### src/rtl/marquee_pkg.sv
// marquee_pkg: shared types and widths for the rotate_marquee LED chaser.
//   marquee_state_t : FSM encoding (IDLE after reset, RUN while chasing)
//   PAT_W           : pattern width (8 LEDs)
//   AMT_W           : rotate-distance width (0..7)
package marquee_pkg;

    typedef enum logic {IDLE, RUN} marquee_state_t;

    localparam int PAT_W = 8;
    localparam int AMT_W = 3;

endpackage

### src/rtl/barrelshifter.sv
// barrelshifter: combinational 8-bit rotator.
//   lr  : 1 = rotate left, 0 = rotate right
//   a   : value to rotate
//   amt : rotate distance, 0..7
//   y   : rotated value
module barrelshifter
    import marquee_pkg::*;
(
    input  logic             lr,
    input  logic [PAT_W-1:0] a,
    input  logic [AMT_W-1:0] amt,
    output logic [PAT_W-1:0] y
);

    // The AMT_W-bit index arithmetic wraps modulo PAT_W, which is exactly
    // the rotate wrap-around.
    always_comb begin
        y = '0;
        for (int i = 0; i < PAT_W; i++) begin
            if (lr) y[i] = a[AMT_W'(i) - amt];
            else    y[i] = a[AMT_W'(i) + amt];
        end
    end

endmodule

### src/rtl/rotate_marquee.sv
// rotate_marquee: sequential front-end for barrelshifter producing an LED
// chaser. A pattern register is rotated by amt positions every div+1 clocks
// while running.
//   clk, rst_n  : clock, asynchronous active-low reset
//   load        : strobe, q <= pattern and prescaler cleared (either state)
//   pattern     : value to load
//   start, stop : strobes, IDLE->RUN / RUN->IDLE (stop wins over start)
//   dir         : 1 = rotate left, 0 = rotate right (sampled on a step)
//   amt         : rotate distance per step
//   div         : step period minus one, in clocks
//   q           : pattern register
//   step_pulse  : one-cycle flag in the cycle q shows a stepped value
//   running     : high in RUN
// Optional macro MARQUEE_BOUNCE_EN: ping-pong direction, flipping after
// every 7 steps; dir is only captured on start and load.
module rotate_marquee
    import marquee_pkg::*;
#(
    parameter int DIV_W = 24
) (
    input  logic             clk,
    input  logic             rst_n,
    input  logic             load,
    input  logic [PAT_W-1:0] pattern,
    input  logic             start,
    input  logic             stop,
    input  logic             dir,
    input  logic [AMT_W-1:0] amt,
    input  logic [DIV_W-1:0] div,
    output logic [PAT_W-1:0] q,
    output logic             step_pulse,
    output logic             running
);

    marquee_state_t   state, next_state;
    logic [DIV_W-1:0] cnt;
    logic [PAT_W-1:0] rot_y;
    logic             dir_eff;
    logic             step_fire;

    // Priority inside RUN: stop suppresses everything, then load, then start
    // (which only clears the prescaler); only an undisturbed cycle may step.
    assign step_fire = (state == RUN) && !stop && !load && !start && (cnt == div);
    assign running   = (state == RUN);

    // ---------------- FSM ----------------
    always_ff @(posedge clk or negedge rst_n) begin
        if (!rst_n) state <= IDLE;
        else        state <= next_state;
    end

    always_comb begin
        next_state = state;
        case (state)
            IDLE:    if (start && !stop) next_state = RUN;
            RUN:     if (stop)           next_state = IDLE;
            default: next_state = IDLE;
        endcase
    end

    // ---------------- Prescaler ----------------
    // Lowering div below cnt makes cnt run on and wrap through 2^DIV_W.
    always_ff @(posedge clk or negedge rst_n) begin
        if (!rst_n) begin
            cnt <= '0;
        end else if (state == RUN && stop) begin
            cnt <= cnt;
        end else if (load || start) begin
            cnt <= '0;
        end else if (state == RUN) begin
            cnt <= (cnt == div) ? '0 : cnt + DIV_W'(1);
        end
    end

    // ---------------- Pattern register ----------------
    always_ff @(posedge clk or negedge rst_n) begin
        if (!rst_n) begin
            q          <= '0;
            step_pulse <= 1'b0;
        end else begin
            step_pulse <= step_fire;
            if (load)           q <= pattern;
            else if (step_fire) q <= rot_y;
        end
    end

    // ---------------- Direction ----------------
`ifdef MARQUEE_BOUNCE_EN
    logic       dir_r;
    logic [2:0] bcnt;

    // Flip on the 7th step so the 8th step already runs the other way.
    always_ff @(posedge clk or negedge rst_n) begin
        if (!rst_n) begin
            dir_r <= 1'b0;
            bcnt  <= '0;
        end else if (load || (state == IDLE && start && !stop)) begin
            dir_r <= dir;
            bcnt  <= '0;
        end else if (step_fire) begin
            if (bcnt == 3'd6) begin
                bcnt  <= '0;
                dir_r <= ~dir_r;
            end else begin
                bcnt  <= bcnt + 3'd1;
            end
        end
    end

    assign dir_eff = dir_r;
`else
    assign dir_eff = dir;
`endif

    barrelshifter u_rot (
        .lr  (dir_eff),
        .a   (q),
        .amt (amt),
        .y   (rot_y)
    );

endmodule

### config.mk
export PLATFORM = sky130hd
export DESIGN_NAME = rotate_marquee
export DESIGN_NICKNAME = d
export VERILOG_FILES = /design/src/rtl/marquee_pkg.sv /design/src/rtl/barrelshifter.sv /design/src/rtl/rotate_marquee.sv
export SDC_FILE = /design/constraint.sdc
export NUM_CORES = 1
export LEC_CHECK = 0
export BUFFER_PORTS_ARGS = -buffer_cell sky130_fd_sc_hd__clkbuf_2
export CAP_MARGIN = 5
export CORE_MARGIN = 2
export CORE_UTILIZATION = 51
export DETAILED_ROUTE_END_ITERATION = 10
export PLACE_DENSITY = 0.81
export SLEW_MARGIN = 10
export SYNTH_ARGS = -nofsm -noshare
export SYNTH_HDL_FRONTEND = slang
export SYNTH_SLANG_ARGS = --single-unit
### constraint.sdc
create_clock -name clk -period 2.16 [get_ports clk]
set_input_delay 0.324 -clock clk [delete_from_list [all_inputs] [get_ports clk]]
set_output_delay 0.324 -clock clk [all_outputs]
set_load 0.03 [all_outputs]
# Yosys cells after proc, flatten, opt, wreduce, memory -nomap -nowiden
# Index checks and enable logic that the tools add are counted.
# totals
ff_bits	34
latch_bits	0
ramBits	0
romBits	0
inputBits	41
out_inout_bits	10
elab_cells	100
mem_count	0
# op_classes
n_addsub	16
mul	0
div_mod_pow	0
order_cmp	16
eq_ne	1
n_shift	0
mux	48
bitwise_logic	2
n_reduce_logical	13
# op_table
cell	count
two-way mux 24 bit	3
less-than comparator 3 x 4 -> 1 bit (second input constant)	16
binary-select mux 1 bit (select 3 bit)	16
two-way mux 1 bit	26
adder 24 x 1 -> 24 bit (second input constant)	1
== test 24 bit	1
two-way mux 8 bit	2
adder 3 bit (first input constant)	4
subtractor 3 bit (first input constant)	4
adder 2 x 3 -> 3 bit (first input constant)	2
logical AND 1 bit	6
subtractor 1 x 3 -> 3 bit (first input constant)	2
subtractor 2 x 3 -> 3 bit (first input constant)	2
nonzero test 2 bit	2
adder 1 x 3 -> 3 bit (first input constant)	1
zero test 1 bit	3
NOT 1 bit	2
one-hot mux 1 bit (2 select lines)	1
AND reduction 2 bit	1
logical OR 1 bit	1

# Longest topological paths before layout
# depth
word_depth	7
mapped_depth	9
depth_no_buf	8

# By module
# Synthesis repeated with hierarchy kept, for this count alone.
# hier_totals
hier_cells	340
hier_area_um2	2985.4
# modules_own_cells
mod	n_inst	cells_per_inst	area_per_inst_um2	seq_area_each_um2
rotate_marquee	1	272	2293.4	850.8
barrelshifter	1	68	691.9	0.0

# Worst setup path before layout
# No wires, ideal clock.
# synth_timing
kind	input -> register
start	input port amt[0]
end	register q[0]
setup_time_ps	125
arrival_time_ps	2000
required_ps	2035
setup_slack_ps	35
stages	9
n_path_buf	1
path_cell_list	buf_4 -> inv_1 -> ha_1 -> xnor2_2 -> mux2i_1 -> o22ai_1 -> a21oi_1 -> mux2_1 -> mux2_2
# synth_between
elab_chain_cells	6
elab_cells_between_ends	8
classes_between	add/sub (1); mux (7)
# synth_lines
item	line_no	text
start: declaration	rotate_marquee.sv:28	input logic [AMT_W-1:0] amt,
subtractor 1 x 3 -> 3 bit	barrelshifter.sv:20	if (lr) y[i] = a[AMT_W'(i) - amt];
binary-select mux 1 bit (select 3 bit)	barrelshifter.sv:20	
two-way mux 1 bit (not written as such)	barrelshifter.sv:20	
two-way mux 1 bit (*)	barrelshifter.sv:20	
two-way mux 8 bit (*)	rotate_marquee.sv:83	else if (step_fire) q <= rot_y;
two-way mux 8 bit (*)	rotate_marquee.sv:82	if (load) q <= pattern;
end signal: assignment	rotate_marquee.sv:82	
end signal: assignment	rotate_marquee.sv:83	
end: declaration	rotate_marquee.sv:30	output logic [PAT_W-1:0] q,
# Every way passes the cells marked *; elsewhere a longest branch is shown, timed or not. The select of a mux whose other input is x is not followed.
# A chain may end at the register's enable or synchronous reset.

# Worst setup path after layout
# layout_timing
start	register cnt[20]
end	register q[0]
# layout_between
elab_chain_cells	3
# layout_lines
item	line_no	text
start: declaration	rotate_marquee.sv:36	logic [DIV_W-1:0] cnt;
start signal: assignment	rotate_marquee.sv:67	cnt <= cnt;
start signal: assignment	rotate_marquee.sv:71	cnt <= (cnt == div) ? '0 : cnt + DIV_W'(1);
== test 24 bit	rotate_marquee.sv:43	assign step_fire = (state == RUN) && !stop && !load && !start && (cnt == div);
logical AND 1 bit	rotate_marquee.sv:43	
nonzero test 2 bit (no source line)	--	
# No other way between the ends.

==> impl_metrics.sql <==
INSERT INTO impl_metrics (metric_group, metric, value, unit) VALUES
('placement', 'dpl-instance-area', '0.00334', 'mm²'),
('logic_synthesis', 'synth_adder_area_share', '1.34', '%'),
('logic_synthesis', 'synth_compound_area_share', '13.9', '%'),
('worst_setup_path', 'rr_endpoint', 'q[0]', ''),
('routing', 'firstDrtPassIters', '5', ''),
('sta', 'hold_viol', '0', ''),
('power_and_ir_drop', 'swShare', '28.4', '%'),
('worst_setup_path', 'rr_worst_depth', '7', ''),
('logic_synthesis', 'netlist_instances', '300', ''),
('layout', 'ff_latch_area', '855', 'µm²'),
('placement', 'port_buffers', '50', ''),
('layout', 'non_filler_cells_in_the_finished_layout', '450', ''),
('worst_setup_path', 'endpoint_kind', 'flip-flop', ''),
('layout', 'drive_gt1_share', '33.7', '%'),
('logic_synthesis', 'postSynthNetCount', '344', ''),
('logic_synthesis', 'synth_top_area_share', '30.3', '%'),
('logic_synthesis', 'postSynthRegisterBits', '34', ''),
('job', 'cap_viol_max_count', '0', ''),
('floorplan', 'dieArea', '0.00611', 'mm²'),
('power_and_ir_drop', 'comb_power_share', '25.3', '%'),
('sta', 'setup_violations', '0', ''),
('worst_setup_path', 'crit_end', 'q[0]', ''),
('cts', 'clockRootBuffer', 'sky130_fd_sc_hd__clkbuf_8', ''),
('floorplan', 'die_width', '78.1', 'µm'),
('floorplan', 'core', '0.00520', 'mm²'),
('layout', 'antennaDiodeCount', '0', ''),
('placement', 'place.detailed.instances', '441', ''),
('layout', 'fillCellCount', '409', ''),
('grt', 'globalRouteTotalUtil', '26.4', '%'),
('power_and_ir_drop', 'p_leak', '1.53', 'nW'),
('placement', 'preCtsSetupSlack', '-0.0676', 'ns'),
('logic_synthesis', 'synth.cells.most_frequent', '34 x sky130_fd_sc_hd__dfrtp_1, 32 x sky130_fd_sc_hd__nand2_1, 27 x sky130_fd_sc_hd__mux2i_1', ''),
('cts', 'h-tree-depth', '2', ''),
('layout', 'final_cell_area', '0.00353', 'mm²'),
('sta', 'tightest_slew', '0.875', 'ns'),
('worst_setup_path', 'r2r_start', 'cnt[20]', ''),
('worst_setup_path', 'critical_path_required', '2.34', 'ns'),
('layout', 'num-nets-final', '423', ''),
('worst_setup_path', 'cp-startpoint', 'cnt[20]', ''),
('cts', 'clkLatencyLatePin', '0.29', 'ns'),
('routing', 'routedWlPerCell', '17.5', 'µm'),
('sta', 'fin_skew', '0.00741', 'ns'),
('cts', 'cts_sinks', '34', ''),
('routing', 'vias_per_cell', '6.16', ''),
('grt', 'grt_max_degree', '35', ''),
('power_and_ir_drop', 'clockPowerShare', '39.2', '%'),
('logic_synthesis', 'synth_mux_area_share', '18.1', '%'),
('sta', 'min_period_over_period', '98.8', '%'),
('cts', 'max-clock-path-buffers', '2', ''),
('power_and_ir_drop', 'net-switching-power', '0.544', 'mW'),
('routing', 'drt_first_iter_violations', '271', ''),
('worst_setup_path', 'critical_path_arrival', '2.32', 'ns'),
('grt', 'initial_antenna_violation_count', '0', ''),
('run_status', 'run_status', 'completed', ''),
('routing', 'drt_drc_violations_left', '0', ''),
('power_and_ir_drop', 'p_int', '1.37', 'mW'),
('floorplan', 'initial_utilization', '53.9', '%'),
('logic_synthesis', 'synthSimpleGateAreaFrac', '21.2', '%'),
('hold_path', 'hp-class', 'input port to asynchronous set/reset pin', ''),
('routing', 'drt.antenna.violating_nets', '0', ''),
('power_and_ir_drop', 'power.density_cell_area', '541', 'mW/mm²'),
('logic_synthesis', 'synth.area.top_cells', 'sky130_fd_sc_hd__dfrtp_1 30%, sky130_fd_sc_hd__mux2i_1 9.6%, sky130_fd_sc_hd__xnor2_1 6.6%', ''),
('logic_synthesis', 'post_synth_xor_xnor_area', '11.4', '%'),
('power_and_ir_drop', 'vdd_ir_drop_max', '336', 'µV'),
('sta', 'period_needed', '2.13', 'ns'),
('logic_synthesis', 'post-synth-top-count-cell', 'sky130_fd_sc_hd__dfrtp_1', ''),
('logic_synthesis', 'async_flop_share', '100', '%'),
('logic_synthesis', 'ys.warnings.count', '0', ''),
('sta', 'worst_slew_margin_rel', '41.6', '%'),
('placement', 'detailedPlacementHpwl', '5.74', 'mm'),
('cts', 'cts_hold_repair.buffers', '0', '');
## layer usage
metal  GRT usage [%]  routed length (µm)  vias up
li1                -                   -     1274
met1            35.2                3350     1345
met2            42.8                3870      130
met3            4.14                 479       21
met4            11.6                 196        0
met5               0                   0        -
## flip-flops by register name, summed over array words and instances (netlist names)
register    flops
cnt            24
q               8
running         1
step_pulse      1
## cells by family after synthesis
family	after synthesis
AND/OR/NAND/NOR	109
AO/OA/AOI/OAI	60
multiplexers	40
flip-flops	34
XOR/XNOR	30
buffers and inverters	24
adder cells (fa/ha/maj)	3
## what timing repair did
| item | 4_1_cts | 5_1_grt |
|---|---|---|
| resized for setup | 0 | 10 |
| pin swaps | 1 | 4 |
| endpoints found under the setup margin | 3 | 15 |
| buffers inserted | 1 | 0 |
| endpoints found under the hold margin | 0 | 0 |
## power by group through the flow
stage	clock network (mW)	registers, mW	logic, mW
floorplan	0	0.716	0.257
global placement	0	0.688	0.453
detailed placement	0	0.690	0.470
CTS	0.757	0.677	0.472
global route	0.791	0.680	0.518
finish	0.751	0.679	0.484
## cell type report
type	count	area share (%)
Multi-Input combinational cell	242	53.4
Sequential cell	34	24.2
Timing Repair Buffer	87	14.9
Tap cell	70	2.48
Clock buffer	6	2.34
Clock inverter	2	1.70
Inverter	9	0.956
## cell usage in the layout, fill, tap and decap left out, types with 3 or more instances in the layout
cell | synthesis | layout
sky130_fd_sc_hd__nor2b_1 | 9 | 9
sky130_fd_sc_hd__a21oi_1 | 25 | 24
sky130_fd_sc_hd__xnor2_2 | 5 | 9
sky130_fd_sc_hd__a221o_1 | 3 | 3
sky130_fd_sc_hd__a211oi_1 | 4 | 4
sky130_fd_sc_hd__clkbuf_2 | 0 | 50
sky130_fd_sc_hd__buf_4 | 1 | 37
sky130_fd_sc_hd__nand2_1 | 32 | 32
sky130_fd_sc_hd__dfrtp_2 | 0 | 3
sky130_fd_sc_hd__mux2_2 | 3 | 3
sky130_fd_sc_hd__mux4_2 | 8 | 8
sky130_fd_sc_hd__ha_1 | 3 | 3
sky130_fd_sc_hd__inv_1 | 8 | 8
sky130_fd_sc_hd__o21ai_0 | 5 | 5
sky130_fd_sc_hd__xor2_1 | 3 | 3
sky130_fd_sc_hd__nand3b_1 | 4 | 4
sky130_fd_sc_hd__nor2_1 | 13 | 13
sky130_fd_sc_hd__dfrtp_1 | 34 | 31
sky130_fd_sc_hd__clkbuf_8 | 0 | 6
sky130_fd_sc_hd__xnor2_1 | 21 | 17
sky130_fd_sc_hd__nand4_1 | 9 | 9
sky130_fd_sc_hd__o311ai_0 | 4 | 4
sky130_fd_sc_hd__nand3_1 | 24 | 24
sky130_fd_sc_hd__o22ai_1 | 6 | 6
sky130_fd_sc_hd__and4_1 | 3 | 3
sky130_fd_sc_hd__mux2i_1 | 27 | 26
## metrics by stage
stage	hold WS (ns)	power (mW)
floorplan	0.0284	0.973
global placement	0.490	1.14
detailed placement	0.499	1.16
CTS	0.179	1.91
global route	0.208	1.99
finish	0.138	1.91
## worst min-delay path by stage
stage	to	slack [ns]	cells past startpoint
floorplan	cnt[0]	0.03	0
global placement	q[3]	0.49	1
detailed placement	q[3]	0.50	1
CTS	q[6]	0.18	1
global route	q[3]	0.21	1
finish	q[3]	0.14	1
## critical path: stages (launching register included)
cell                      delay, ns
sky130_fd_sc_hd__dfrtp_1       0.43
sky130_fd_sc_hd__xnor2_1       0.20
sky130_fd_sc_hd__nand4_1       0.18
sky130_fd_sc_hd__nor4_4        0.27
sky130_fd_sc_hd__buf_4         0.19
sky130_fd_sc_hd__nand3_4       0.13
sky130_fd_sc_hd__mux2_1        0.35
sky130_fd_sc_hd__mux2_2        0.27
No activity file was read; power rests on OpenSTA's default activity.
